`src/rtl/mul_seq_ctrl.sv`:
```
// Controller for the accumulate datapath: computes n * m by clearing the sum and
// adding n for m cycles, then captures the datapath bus and hands it out over valid/ready.
module mul_seq_ctrl #(
    parameter int unsigned WIDTH  = 16,
    parameter logic [2:0]  OP_ADD = 3'b000,
    parameter logic [2:0]  OP_AND = 3'b010
) (
    input  logic             clk,
    input  logic             rst_n,
    input  logic             start,
    input  logic [WIDTH-1:0] n_in,
    input  logic [WIDTH-1:0] m_in,
    output logic             busy,
    output logic             out_valid,
    input  logic             out_ready,
    output logic [WIDTH-1:0] product,
    output logic [WIDTH-1:0] n_out,
    output logic             sel_out,
    output logic [2:0]       op_out,
    output logic             eo_out,
    input  logic [WIDTH-1:0] bus_in
);

    typedef enum logic [2:0] {
        S_IDLE,
        S_CLEAR,
        S_ACCUM,
        S_READ,
        S_HOLD
    } state_t;

    state_t           state;
    state_t           state_nxt;
    logic [WIDTH-1:0] count;

    always_ff @(posedge clk or negedge rst_n) begin
        if (!rst_n) begin
            state <= S_IDLE;
        end else begin
            state <= state_nxt;
        end
    end

    // Datapath control is decoded purely from state, so reset forces it asynchronously.
    always_comb begin
        state_nxt = state;
        sel_out   = 1'b0;
        op_out    = OP_ADD;
        eo_out    = 1'b0;
        busy      = 1'b1;
        case (state)
            S_IDLE: begin
                busy = 1'b0;
                if (start) begin
                    state_nxt = S_CLEAR;
                end
            end
            S_CLEAR: begin
                op_out = OP_AND;
                if (count == '0) begin
                    state_nxt = S_READ;
                end else begin
                    state_nxt = S_ACCUM;
                end
            end
            S_ACCUM: begin
                sel_out = 1'b1;
                if (count == WIDTH'(1)) begin
                    state_nxt = S_READ;
                end
            end
            S_READ: begin
                eo_out    = 1'b1;
                state_nxt = S_HOLD;
            end
            S_HOLD: begin
                if (out_valid && out_ready) begin
                    state_nxt = S_IDLE;
                end
            end
            default: begin
                state_nxt = S_IDLE;
            end
        endcase
    end

    // bus_in is only looked at in READ; it may float or be X everywhere else.
    always_ff @(posedge clk or negedge rst_n) begin
        if (!rst_n) begin
            count     <= '0;
            n_out     <= '0;
            product   <= '0;
            out_valid <= 1'b0;
        end else begin
            case (state)
                S_IDLE: begin
                    if (start) begin
                        n_out <= n_in;
                        count <= m_in;
                    end
                end
                S_ACCUM: begin
                    count <= count - WIDTH'(1);
                end
                S_READ: begin
                    product   <= bus_in;
                    out_valid <= 1'b1;
                end
                S_HOLD: begin
                    if (out_valid && out_ready) begin
                        out_valid <= 1'b0;
                    end
                end
                default: begin
                end
            endcase
        end
    end

endmodule
```
`config.mk`:
```
export PLATFORM = sky130hd
export DESIGN_NAME = mul_seq_ctrl
export DESIGN_NICKNAME = d
export VERILOG_FILES = /design/src/rtl/mul_seq_ctrl.sv
export SDC_FILE = /design/constraint.sdc
export NUM_CORES = 1
export LEC_CHECK = 0
export BUFFER_PORTS_ARGS = -buffer_cell sky130_fd_sc_hd__buf_2
export CAP_MARGIN = 20
export CORE_UTILIZATION = 25
export CTS_BUF_LIST = sky130_fd_sc_hd__clkbuf_4 sky130_fd_sc_hd__clkbuf_8
export CTS_CLUSTER_DIAMETER = 80
export DETAILED_ROUTE_END_ITERATION = 7
export PLACE_DENSITY = 0.43
export SLEW_MARGIN = 0
export SYNTH_ARGS = -nofsm -noshare
export SYNTH_HDL_FRONTEND = slang
export SYNTH_SLANG_ARGS = --single-unit
```
`constraint.sdc`:
```
create_clock -name clk -period 2.75 [get_ports clk]
set_input_delay 0.1375 -clock clk [delete_from_list [all_inputs] [get_ports clk]]
set_output_delay 0.1375 -clock clk [all_outputs]
set_load 0.005 [all_outputs]
```
==> flow_metrics.env <==
export IMPL_grt_pass1_wl_mm=9.86
export IMPL_synthFlopType="dfrtp_1"
export IMPL_postCtsSetupBuffers=0
export IMPL_internal_power_mw=2.04
export IMPL_slew_headroom=0.508
export IMPL_overflow=0
export IMPL_skew_ns=0.00536
export IMPL_drc=0
export IMPL_rsz0062_at_grt="false"
export IMPL_num_antenna_cells=0
export IMPL_grt_max_degree=30
export IMPL_net_switching_power_mw=1.24
export IMPL_cp_end_kind="flop"
export IMPL_dp_hpwl_mm=4.45
export IMPL_fmax_mhz=492
export IMPL_synth_top_area_share=0.538
export IMPL_hold_viol_final=0
export IMPL_seqPwrFrac=0.435
export IMPL_num_nets_final=381
export IMPL_synth_largest_area_cell="dfrtp_1"
export IMPL_yosysSeqAreaShare=0.538
export IMPL_slew_violations=0
export IMPL_crit_required_ns=2.93
export IMPL_drive_gt1_frac=0.375
export IMPL_synth_common_cells="nand2_1, dfrtp_1, mux2_2"
export IMPL_period_minus_slack_ns=2.03
export IMPL_final_setup_tns_ns=0
export IMPL_clock_latency_ns=0.31
export IMPL_die_w_um=100
export IMPL_cts_resized=0
export IMPL_dieArea_sq_mm=0.0101
export IMPL_pwr_share_comb=0.399
export IMPL_setup_viol=0
export IMPL_cts_buffers=5
export IMPL_tightest_slew_ns=0.737
export IMPL_leakage_nw=1.50
export IMPL_fillers=1018
export IMPL_htreeDepth=2
export IMPL_core_area_sq_mm=0.00928
export IMPL_port_buffers=88
export IMPL_utilization=0.336
export IMPL_wl_per_cell_um=13.1
export IMPL_floorplan_initialDensity=0.260
export IMPL_root_buffer="clkbuf_8"
export IMPL_io_pins=91
export IMPL_crit_type="reg2reg"
export IMPL_synth_area_leaders="dfrtp_1, nand2_1, mux2_2, nor2_1, a311oi_1"
export IMPL_cts_hold_buf=3
export IMPL_p_sw_frac=0.377
export IMPL_synth_distinct_cells=44
export IMPL_drt_wl_total_mm=5.98
export IMPL_clock_sinks=52
export IMPL_ys_ff_latch=52
export IMPL_maxCapViolCount=0
export IMPL_power_density_mw_per_mm2=1050
export IMPL_synth_cells=238
export IMPL_yosysMostFrequentCell="nand2_1"
export IMPL_synthArstFlopShare=1.00
export IMPL_num_rows=35
export IMPL_num_vias=2036
export IMPL_drt_pre_antenna_iters=4
export IMPL_place_gp_congestion=0.727
export IMPL_cts_tree="yes"
export IMPL_pwr_share_clk=0.166
export IMPL_status="finished, final reports clean"
export IMPL_avgSynthCellArea_sq_um=10.2
export IMPL_viasPerCell=4.46
export IMPL_grt_usage=0.125
export IMPL_grt_pass1_vias=2072
export IMPL_ir_worst_vdd_v=0.000346
export IMPL_period_share=0.740
export IMPL_synthesis_area_sq_mm=0.00242
export IMPL_whs_ns=0.0127
export IMPL_finalInstanceArea_sq_mm=0.00312
export IMPL_path_clk_slew_ns=0.10
export IMPL_hold_path_class="in2reg"
export IMPL_path_max_fanout=16
export IMPL_area_growth_pct=28.9
export IMPL_ys_warn_count=0
export IMPL_drt_iter0_drc=78
export IMPL_ant_nets=0
export IMPL_cts_max_path_buffers=2
export IMPL_synth_edf_count=0
export IMPL_die_height_um=100
export IMPL_post_dp_cell_area_sq_mm=0.00297
export IMPL_antenna_found_initial=0
export IMPL_cp_start_kind="flop"
export IMPL_crit_arrival_ns=2.22
-- layer usage --
metal	wire, um	vias to the layer above	global-route usage	part of all wire
li1	-	1009	-	-
met1	2760	964	0.157	0.46
met2	2870	57	0.213	0.48
met3	276	6	0.0279	0.046
met4	80	0	0.0379	0.013
met5	0	-	0	0
-- layout by cell type, fill, tap and decap left out, types with 3 or more instances in the layout --
master,count
a211oi_1,3
a21oi_1,3
a311oi_1,5
buf_2,88
buf_4,5
clkbuf_8,5
dfrtp_1,52
dlygate4sd3_1,3
inv_1,4
mux2_2,16
nand2_1,65
nand3_1,5
nor2_1,14
nor3_1,4
o211ai_1,4
o21ai_0,7
o311ai_1,3
-- per-stage QoR --
step	std cells	power, mW	setup slack (ns)
final	457	3.27	0.716
after global routing	457	3.58	0.575
after CTS	457	3.34	0.687
after detailed placement	446	2.77	0.708
after global placement	446	2.76	0.730
after floorplan	239	2.26	1.11
-- state kept, by name, summed over array words and instances (netlist names) --
register   flops
n_out         16
out_valid      1
count         16
state          3
product       16
-- logic make-up after synthesis --
family	synth area share
and+or+nand+nor	0.216
DFF	0.538
AOI/OAI and AO/OA	0.110
buffers and inverters	0.0486
muxes	0.0745
adders and majority gates	0.0104
other	0.00155
-- power groups by stage --
stage	Combinational (mW)	Clock [mW]	Sequential [mW]
floorplan	0.886	0	1.38
global placement	1.32	0	1.44
detailed placement	1.33	0	1.44
CTS	1.34	0.570	1.43
global route	1.49	0.598	1.49
finish	1.31	0.543	1.43
-- path summary, 6_finish.rpt --
path	start	slack [ns]	cells past startpoint	endpoint
setup / recovery	state[0]	0.72	4	count[4]
hold / removal	n_in[13]	0.01	3	n_out[13]
setup reg to reg	state[0]	0.72	4	count[4]
hold reg to reg	n_out[10]	0.48	2	n_out[10]
max in group asynchronous	rst_n	1.67	3	n_out[5]
min in group asynchronous	rst_n	0.40	2	state[0]
-- final cells by class --
cell class              instances  area [sq um]  share of cell area
flip-flops and latches         52          1300               0.418
multi-input cells             167          1010               0.324
repair buffers                 96           508               0.163
well taps                     129           161              0.0518
clock buffers                   5          68.8              0.0221
clock inverters                 3          46.3              0.0149
inverters                       5          18.8             0.00602
-- worst max-delay path, cell delays in order, from the launching register on --
cell	delay, ns
dfrtp_1	0.49
or4b_1	0.87
buf_4	0.32
o311ai_0	0.11
nand3_1	0.12
No activity file was read; power rests on OpenSTA's default activity.
